<file path="config.mk">
export PLATFORM = sky130hd
export DESIGN_NAME = dense_sched_flat
export DESIGN_NICKNAME = d
export VERILOG_FILES = /design/src/rtl/dense_sched_if.sv /design/src/rtl/dense_sched.sv /design/src/flat_wrapper.sv
export SDC_FILE = /design/constraint.sdc
export NUM_CORES = 1
export LEC_CHECK = 0
export ABC_CLOCK_PERIOD_IN_PS = 9000
export CAP_MARGIN = 20
export CORE_MARGIN = 2
export CORE_UTILIZATION = 50
export DETAILED_ROUTE_END_ITERATION = 12
export PLACE_DENSITY_LB_ADDON = 0.25
export SYNTH_ARGS = -nofsm -noshare
export SYNTH_HDL_FRONTEND = slang
export SYNTH_SLANG_ARGS = --single-unit
</file>
<file path="constraint.sdc">
create_clock -name clk -period 9 [get_ports clk]
set_input_delay 0.9 -clock clk [delete_from_list [all_inputs] [get_ports clk]]
set_output_delay 0.9 -clock clk [all_outputs]
set_load 0.05 [all_outputs]
</file>
<file path="src/rtl/dense_sched_if.sv">
`default_nettype none
// ============================================================================
// Module : dense_sched_if
// Brief  : Control, parameter-memory, activation and output-buffer signals of
//          the dense-layer sequencer.
// Rev    : 1.0
// ============================================================================
interface dense_sched_if #(
  parameter int DAT_W = 22,
  parameter int PAR_W = 16
);
  logic                    start;
  logic [3:0]              layer;
  logic                    busy;
  logic                    done;
  logic [3:0]              state_o;
  logic                    w_en;
  logic [6:0]              read_o;
  logic [7:0]              read_i;
  logic signed [PAR_W-1:0] w_data;
  logic signed [PAR_W-1:0] b_data;
  logic [7:0]              act_addr;
  logic signed [DAT_W-1:0] act_data;
  logic                    out_we;
  logic [6:0]              out_addr;
  logic signed [DAT_W-1:0] out_data;

  modport master (
    output start, layer, w_data, b_data, act_data,
    input  busy, done, state_o, w_en, read_o, read_i, act_addr,
           out_we, out_addr, out_data
  );

  modport slave (
    input  start, layer, w_data, b_data, act_data,
    output busy, done, state_o, w_en, read_o, read_i, act_addr,
           out_we, out_addr, out_data
  );
endinterface
`default_nettype wire

</file>
<file path="src/rtl/dense_sched.sv">
`default_nettype none
// ============================================================================
// Module : dense_sched
// Brief  : Fully-connected layer sequencer (DENSE2 256->96, DENSE1 96->96) with
//          MAC, bias, rescale and saturation. Optional macro DENSE_RELU_EN
//          clamps negative results to zero.
// Rev    : 1.0
// ============================================================================
module dense_sched #(
  parameter int DAT_W    = 22,
  parameter int PAR_W    = 16,
  parameter int FP_SHIFT = 14,
  parameter int ACC_W    = 48,
  parameter int N_IN_D2  = 256,
  parameter int N_OUT_D2 = 96,
  parameter int N_IN_D1  = 96,
  parameter int N_OUT_D1 = 96
) (
  input  logic          clk,
  input  logic          rst_n,
  dense_sched_if.slave  bus
);
  localparam int PROD_W = DAT_W + PAR_W;
  localparam logic [3:0] LAYER_D2 = 4'b1000;
  localparam logic [3:0] LAYER_D1 = 4'b1001;
  localparam logic signed [DAT_W-1:0] DAT_MAX = {1'b0, {(DAT_W-1){1'b1}}};
  localparam logic signed [DAT_W-1:0] DAT_MIN = {1'b1, {(DAT_W-1){1'b0}}};

  typedef enum logic [2:0] {
    IDLE  = 3'd0,
    ISSUE = 3'd1,
    DRAIN = 3'd2,
    WRITE = 3'd3,
    DONE  = 3'd4
  } state_t;

  state_t                  state, state_nx;
  logic [3:0]              layer_q;
  logic [7:0]              i_q, i_last;
  logic [6:0]              o_q, o_last;
  logic                    p_vld;
  logic signed [ACC_W-1:0] acc;
  logic                    accept;
  logic                    running;
  logic signed [PROD_W-1:0] prod;
  logic signed [ACC_W-1:0] bias_ext, sum, scaled;
  logic signed [DAT_W-1:0] result;

  assign accept  = bus.start && (bus.layer == LAYER_D2 || bus.layer == LAYER_D1);
  assign running = (state == ISSUE) || (state == DRAIN) || (state == WRITE);
  assign prod    = PROD_W'(bus.w_data) * PROD_W'(bus.act_data);

  always_ff @(posedge clk) begin
    if (!rst_n) state <= IDLE;
    else        state <= state_nx;
  end

  always_comb begin
    state_nx     = state;
    bus.busy     = running;
    bus.done     = (state == DONE);
    bus.w_en     = (state == ISSUE);
    bus.state_o  = running ? layer_q : 4'd0;
    bus.read_o   = running ? o_q : 7'd0;
    bus.read_i   = running ? i_q : 8'd0;
    bus.act_addr = running ? i_q : 8'd0;
    bus.out_we   = (state == WRITE);
    bus.out_addr = (state == WRITE) ? o_q : 7'd0;
    bus.out_data = (state == WRITE) ? result : '0;
    case (state)
      IDLE:    if (accept) state_nx = ISSUE;
      ISSUE:   if (i_q == i_last) state_nx = DRAIN;
      DRAIN:   state_nx = WRITE;
      WRITE:   state_nx = (o_q == o_last) ? DONE : ISSUE;
      DONE:    state_nx = IDLE;
      default: state_nx = IDLE;
    endcase
  end

  // Bias is aligned to the product's Q position before the common rescale.
  always_comb begin
    bias_ext = ACC_W'(bus.b_data) <<< FP_SHIFT;
    sum      = acc + bias_ext;
    scaled   = sum >>> FP_SHIFT;
    if (scaled > ACC_W'(DAT_MAX))      result = DAT_MAX;
    else if (scaled < ACC_W'(DAT_MIN)) result = DAT_MIN;
    else                               result = scaled[DAT_W-1:0];
`ifdef DENSE_RELU_EN
    if (result < 0) result = '0;
`endif
  end

  always_ff @(posedge clk) begin
    if (!rst_n) begin
      layer_q <= 4'd0;
      i_q     <= 8'd0;
      i_last  <= 8'd0;
      o_q     <= 7'd0;
      o_last  <= 7'd0;
      p_vld   <= 1'b0;
      acc     <= '0;
    end else begin
      p_vld <= (state == ISSUE);
      if (p_vld) acc <= acc + ACC_W'(prod);
      case (state)
        IDLE: if (accept) begin
          layer_q <= bus.layer;
          i_last  <= (bus.layer == LAYER_D2) ? 8'(N_IN_D2 - 1)  : 8'(N_IN_D1 - 1);
          o_last  <= (bus.layer == LAYER_D2) ? 7'(N_OUT_D2 - 1) : 7'(N_OUT_D1 - 1);
          i_q     <= 8'd0;
          o_q     <= 7'd0;
          acc     <= '0;
        end
        ISSUE: if (i_q != i_last) i_q <= i_q + 8'd1;
        WRITE: begin
          acc <= '0;
          i_q <= 8'd0;
          if (o_q != o_last) o_q <= o_q + 7'd1;
        end
        DONE: begin
          layer_q <= 4'd0;
          i_q     <= 8'd0;
          o_q     <= 7'd0;
        end
        default: ;
      endcase
    end
  end
endmodule
`default_nettype wire
</file>
<file path="src/flat_wrapper.sv">
// flat-port wrapper written by rule: the top's interface ports become plain ports
module dense_sched_flat 
#(
  parameter int DAT_W    = 22,
  parameter int PAR_W    = 16,
  parameter int FP_SHIFT = 14,
  parameter int ACC_W    = 48,
  parameter int N_IN_D2  = 256,
  parameter int N_OUT_D2 = 96,
  parameter int N_IN_D1  = 96,
  parameter int N_OUT_D1 = 96
)
  (clk, rst_n, bus_start, bus_layer, bus_w_data, bus_b_data, bus_act_data, bus_busy, bus_done, bus_state_o, bus_w_en, bus_read_o, bus_read_i, bus_act_addr, bus_out_we, bus_out_addr, bus_out_data);
  dense_sched_if #(.DAT_W(DAT_W), .PAR_W(PAR_W)) bus_i ();
  input  logic clk;
  input  logic rst_n;
  input wire logic [$bits(bus_i.start)-1:0] bus_start;
  input wire logic [$bits(bus_i.layer)-1:0] bus_layer;
  input wire logic [$bits(bus_i.w_data)-1:0] bus_w_data;
  input wire logic [$bits(bus_i.b_data)-1:0] bus_b_data;
  input wire logic [$bits(bus_i.act_data)-1:0] bus_act_data;
  output wire logic [$bits(bus_i.busy)-1:0] bus_busy;
  output wire logic [$bits(bus_i.done)-1:0] bus_done;
  output wire logic [$bits(bus_i.state_o)-1:0] bus_state_o;
  output wire logic [$bits(bus_i.w_en)-1:0] bus_w_en;
  output wire logic [$bits(bus_i.read_o)-1:0] bus_read_o;
  output wire logic [$bits(bus_i.read_i)-1:0] bus_read_i;
  output wire logic [$bits(bus_i.act_addr)-1:0] bus_act_addr;
  output wire logic [$bits(bus_i.out_we)-1:0] bus_out_we;
  output wire logic [$bits(bus_i.out_addr)-1:0] bus_out_addr;
  output wire logic [$bits(bus_i.out_data)-1:0] bus_out_data;
  assign bus_i.start = bus_start;
  assign bus_i.layer = bus_layer;
  assign bus_i.w_data = bus_w_data;
  assign bus_i.b_data = bus_b_data;
  assign bus_i.act_data = bus_act_data;
  assign bus_busy = bus_i.busy;
  assign bus_done = bus_i.done;
  assign bus_state_o = bus_i.state_o;
  assign bus_w_en = bus_i.w_en;
  assign bus_read_o = bus_i.read_o;
  assign bus_read_i = bus_i.read_i;
  assign bus_act_addr = bus_i.act_addr;
  assign bus_out_we = bus_i.out_we;
  assign bus_out_addr = bus_i.out_addr;
  assign bus_out_data = bus_i.out_data;
  dense_sched #(.DAT_W(DAT_W), .PAR_W(PAR_W), .FP_SHIFT(FP_SHIFT), .ACC_W(ACC_W), .N_IN_D2(N_IN_D2), .N_OUT_D2(N_OUT_D2), .N_IN_D1(N_IN_D1), .N_OUT_D1(N_OUT_D1)) u_core (.clk(clk), .rst_n(rst_n), .bus(bus_i));
endmodule
</file>
==> flow_summary.yaml, run 1 <==
floorplanning:
  die_area_mm2: 0.0439
  rows: 75
  fp.dieW_um: 209
  initial_core_util_pct: 50.4
  die_h_um: 209
  core-area_mm2: 0.0419
  pin_count: 121
placed_design:
  dp_hpwl_um: 43600
  place_inst: 2963
  routabilityCongestion: 0.883
  portBuffers: 120
global_routing:
  grt_overflow: 0
  grt_max_degree: 70
  antenna_found_initial: 0
  grt.met2_usage_pct: 44.5
  grt_pass1_wl_um: 84400
  track_usage_pct: 23.9
  grt_pass1_vias: 17058
  met1_usage_pct: 28.9
  grt_use_met3_pct: 1.71
  gr-max-usage-layer: "met2"
worst_setup_path:
  required_ns: 9.22
  cp_max_fo: 22
  arrival_ns: 8.34
  cp-start-kind: "input pin"
  worst_path_largest_cell_delay_ns: 1.03
  path_cells: "clkdlybuf4s50_1, nand2_1, fa_1, fa_1, fa_1, inv_1, fa_1, fa_1, inv_1, fa_1, inv_1, ha_1, a21o_1, a21oi_1, o211ai_1, o31ai_1, o31ai_2, a2111oi_0, nor2_1, a41oi_1, mux2i_1, nand3_1"
  critPathKind: "input pin to flip-flop"
  end_kind: "flip-flop"
  r2r_start: "u_core.acc[15]$_SDFF_PN0_"
  r2r_setup_slack_ns: 2.60
  r2r_cells: 20
  r2r-end: "u_core.acc[40]$_SDFF_PN0_"
  crit_family: "adder cells"
  slowest_stage: "clkdlybuf4s50_1"
  crit_top_cell: "fa_1"
  cp.buffers_inverters: 4
logic_synthesis:
  synth_area_mm2: 0.0211
  ys_warn_count: 0
  synth_top_family_by_area: "adder cells"
  synth_nets: 3035
  ys_seq_elements: 73
  synth_top_area_share_pct: 40.7
  synth.mux.area_fraction_pct: 1.90
  synth_area_leaders: "fa_1 41%, ha_1 9.8%, inv_1 9.3%"
  synthTopCellsByCount: "522 x inv_1, 429 x fa_1, 231 x nand2_1"
  yosys.area_share.simple_pct: 16.5
  syn_inst: 2379
  synth_edf_count: 0
  synth_seq_area_share_pct: 6.92
  synth.avg_cell_area_um2: 8.87
  synth_compound_area_share_pct: 9.46
  synth.most_common_cell: "inv_1"
  yosysTopAreaCell: "fa_1"
  netlist-cell-type-count: 85
  synth-async-reset-ratio_pct: 0
  synth-main-ff-cell: "dfxtp_1"
  synth_xor_area_share_pct: 3.32
  synthAdderAreaFrac_pct: 50.5
hold_path:
  min_path_type: "flip-flop to flip-flop"
  hp-start: "u_core.layer_q[0]$_SDFFE_PN0P_"
  worstHoldPathCells: 2
  holdPathEnd: "u_core.layer_q[0]$_SDFFE_PN0P_"
clock_network:
  cts.path.max_buffers: 2
  htree_levels: 3
  cts_setup_buffers: 0
  hold_buffers: 0
  numCtsBuffers: 9
  clk-insertion-delay-late_ns: 0.34
  cts_tree: "built"
  path_clk_slew_ns: 0.06
  clock_sinks: 73
  cts-root-buf: "clkbuf_16"
  cts_repair_resize_count: 0
sta:
  relSlewSlack_pct: 34.0
  post-route-period-util_pct: 90.2
  hold_slack_ns: 0.474
  rsz0062_at_grt: "no"
  hold_viol: 0
  final.setup_skew_ns: 0.00502
  report.final.slew_viol_count: 0
  fin_crit_ns: 8.12
  fin_setup_tns_ns: 0
  fmax_mhz: 123
  finalSetupViolCount: 0
  worstMarginPinSlew_ns: 0.987
cells_and_area:
  area_delta_synth_final_pct: 9.01
  layout.nets: 3091
  drive_gt1_share_pct: 3.24
  antenna_cells: 0
  fin_cells: 2979
  final_util_pct: 55.0
routing:
  wl_per_cell_um: 16.8
  wl_um: 49900
  vias: 15929
  ant_nets: 0
  dr.pass1.iters: 7
  via_per_inst: 5.35
  drc: 0
  drtIter0Drc: 698
flow_run:
  drv_cap: 0
outcome:
  status: "completed"
==> how the worst max path moves through the flow <==
| stage | endpoint | depth (start not counted) | from | slack, ns |
|---|---|---|---|---|
| 2_1_floorplan | u_core.acc[40]$_SDFF_PN0_ | 24 | bus_w_data[7] | 2.00 |
| 3_3_place_gp | u_core.acc[40]$_SDFF_PN0_ | 23 | bus_w_data[4] | 0.70 |
| 3_5_place_dp | u_core.acc[40]$_SDFF_PN0_ | 23 | bus_w_data[4] | 0.59 |
| 4_1_cts | u_core.acc[40]$_SDFF_PN0_ | 23 | bus_w_data[4] | 0.91 |
| 5_1_grt | u_core.acc[40]$_SDFF_PN0_ | 22 | bus_w_data[2] | 0.43 |
| 6_report | u_core.acc[40]$_SDFF_PN0_ | 22 | bus_w_data[2] | 0.88 |
==> cell type report <==
| cell class | instances | area, µm² |
|---|---|---|
| fill | 3839 | 18800 |
| multi-input combinational | 1687 | 17200 |
| inverter | 522 | 1960 |
| sequential | 73 | 1460 |
| timing repair buffer | 142 | 1370 |
| tap | 539 | 674 |
| clock buffer | 11 | 243 |
| clock inverter | 5 | 63.8 |
==> tightest hold or removal path: stages, from the launching register on <==
cell      delay (ns)
dfxtp_1         0.31
nand2_1         0.05
a21boi_0        0.06
==> layer usage <==
metal	routed length (µm)	vias to the layer above
met5	0	-
li1	-	7440
met4	1990	0
met1	19900	8116
met2	26800	279
met3	1240	94
==> stage by stage <==
stage	area, µm²	setup slack (ns)
6_report	23000	0.879
5_1_grt	23000	0.434
4_1_cts	23000	0.911
3_5_place_dp	22700	0.593
3_3_place_gp	22700	0.701
2_1_floorplan	21100	2.00
==> registers in the layout (all words and copies together), names as in the netlist <==
| name | count |
|---|---|
| u_core.acc | 48 |
| u_core.i_q | 8 |
| u_core.o_q | 7 |
| u_core.layer_q | 4 |
| u_core.state | 3 |
| u_core.i_last | 2 |
| u_core.p_vld | 1 |
==> cells in the final DEF, fill, tap and decap left out, types with 22 or more instances in the layout <==
cell / n
inv_1: 522
xor2_1: 27
a21o_1: 49
dfxtp_1: 72
mux2i_1: 39
and2_1: 191
a21oi_1: 75
ha_1: 166
nand2_1: 231
buf_4: 22
o21ai_0: 45
fa_1: 429
nor2_1: 105
nand3_1: 32
clkdlybuf4s50_1: 120
xnor2_1: 53
==> kinds of logic after synthesis <==
kind of cell               after synthesis
adders and majority gates              595
xor gates and xnor gates                80
muxes                                   40
DFF                                     73
and+or+nand+nor                        684
buffers and inverters                  619
AOI/OAI and AO/OA                      288
Power of run 1 is not shown: default switching activity piles up to over one toggle a cycle in this logic, so the estimate is an artifact.
==> run 2, diff against run 1 <==
--- a/config.mk
+++ b/config.mk
@@ -8,7 +8,7 @@
 export ABC_CLOCK_PERIOD_IN_PS = 9000
 export CAP_MARGIN = 20
 export CORE_MARGIN = 2
-export CORE_UTILIZATION = 50
+export CORE_UTILIZATION = 30
 export DETAILED_ROUTE_END_ITERATION = 12
 export PLACE_DENSITY_LB_ADDON = 0.25
 export SYNTH_ARGS = -nofsm -noshare
==> run 2 against run 1 <==
Effect of this change:
- largest cell class unchanged
- critical path type unchanged
- design area rose by 2.5%
- global-route usage down 8.0 points
- non-clock buffer count increased by 13
- critical path depth is the same
- cell count grew 14%
- via count decreased by 0.62%
- worst setup slack worse by 0.039 ns
==> flow_summary.yaml, run 2 (synthesis gave the netlist of run 1 again) <==
cells_and_area:
  largest_reg_flops: 48
  regArea_mm2: 0.00146
  final_common_cell: "inv_1"
  regMostFlops: "u_core.acc"
  fill_cells: 7404
  area_delta_synth_final_pct: 11.7
  layout_common_cells: "522 x inv_1, 429 x fa_1, 231 x nand2_1"
  multiInputGateArea_mm2: 0.0172
  top_regs: "u_core.acc (48), u_core.i_q (8), u_core.o_q (7)"
  drive_gt1_share_pct: 3.75
  finalInstanceArea_mm2: 0.0236
  layout.nets: 3104
global_routing:
  grt_pass1_wl_um: 92300
  antenna_found_initial: 3
  grt_overflow: 0
  grt_max_degree: 70
  track_usage_pct: 15.8
  grt_pass1_vias: 17414
outcome:
  status: "completed"
floorplanning:
  core-area_mm2: 0.0699
  pin_count: 121
  die_area_mm2: 0.0725
  fp.dieW_um: 269
  rows: 97
  initial_core_util_pct: 30.2
  die_h_um: 269
clock_network:
  hold_buffers: 0
  cts_setup_buffers: 0
  htree_levels: 3
  clk-insertion-delay-late_ns: 0.35
  cts.path.max_buffers: 2
  clock_sinks: 73
  path_clk_slew_ns: 0.06
  cts_repair_resize_count: 0
  cts-root-buf: "clkbuf_16"
  numCtsBuffers: 9
  cts_tree: "built"
sta:
  final.setup_skew_ns: 0.0107
  fmax_mhz: 123
  finalSetupViolCount: 0
  fin_setup_tns_ns: 0
  hold_viol: 0
  post-route-period-util_pct: 90.7
  fin_crit_ns: 8.16
  worstMarginPinSlew_ns: 1.00
  relSlewSlack_pct: 33.0
  rsz0062_at_grt: "no"
  report.final.slew_viol_count: 0
hold_path:
  min_path_type: "flip-flop to flip-flop"
routing:
  via_per_inst: 4.66
  wl_per_cell_um: 16.5
  vias: 15830
  wl_met1_um: 21000
  wl_met3_um: 1260
  dr.pass1.iters: 5
  drc: 0
  wl_um: 56100
  ant_nets: 0
  drtIter0Drc: 653
  dr_wl_met2_um: 32200
  top_layer: "met5"
placed_design:
  place_area_mm2: 0.0233
  dp_hpwl_um: 49500
  portBuffers: 120
  routabilityCongestion: 0.898
worst_setup_path:
  required_ns: 9.23
  arrival_ns: 8.39
  end_kind: "flip-flop"
  critPathKind: "input pin to flip-flop"
  cp_max_fo: 22
  cp-start-kind: "input pin"
flow_run:
  drv_cap: 0
==> run 2: through the flow <==
step / utilization, % / std cells / setup slack, ns / hold WS, ns
final: 33.7 / 3394 / 0.839 / 0.466
after CTS: 33.7 / 3393 / 0.878 / 0.475
after detailed placement: 33.3 / 3377 / 0.536 / 0.466
after global placement: 33.3 / 3377 / 0.685 / 0.455
after floorplan: - / 2379 / 2.00 / 0.439
after global routing: 33.7 / 3393 / 0.466 / 0.490
==> run 2: layout make-up <==
class	count	share of cell area, %
inverters	522	8.31
flip-flops and latches	73	6.20
repair buffers	155	6.21
multi-input cells	1687	73.1
clock inverters	5	0.159
clock buffers	11	1.03
diodes	1	0.0106
well taps	940	4.99
==> run 2: critical path, stage by stage <==
cell and delay (ns):
clkdlybuf4s50_1 1.03, nand2_1 0.17, fa_1 0.53, fa_1 0.52, fa_1 0.51, inv_1 0.05, fa_1 0.49, fa_1 0.55
inv_1 0.07, fa_1 0.48, inv_1 0.05, ha_1 0.34, a21o_1 0.20, a21oi_1 0.23, o211ai_1 0.13, o31ai_1 0.55
o31ai_2 0.23, a2111oi_0 0.57, nor2_1 0.19, a41oi_1 0.29, mux2i_1 0.22, nand3_1 0.08
==> run 2: layer usage <==
metal	vias up	global-route usage, %
met2	209	31.6
met3	72	1.64
met5	-	0
met1	8086	17.5
met4	6	4.33
li1	7457	-
==> run 2: final timing paths <==
check                                 start                        endpoint  slack (ns)  cells past startpoint
max reg2reg       u_core.acc[15]$_SDFF_PN0_       u_core.acc[40]$_SDFF_PN0_        2.48                     20
min          u_core.layer_q[0]$_SDFFE_PN0P_  u_core.layer_q[0]$_SDFFE_PN0P_        0.47                      2
min reg2reg  u_core.layer_q[0]$_SDFFE_PN0P_  u_core.layer_q[0]$_SDFFE_PN0P_        0.47                      2
max                           bus_w_data[2]       u_core.acc[40]$_SDFF_PN0_        0.84                     22
Power of run 2 is left out for the same reason.
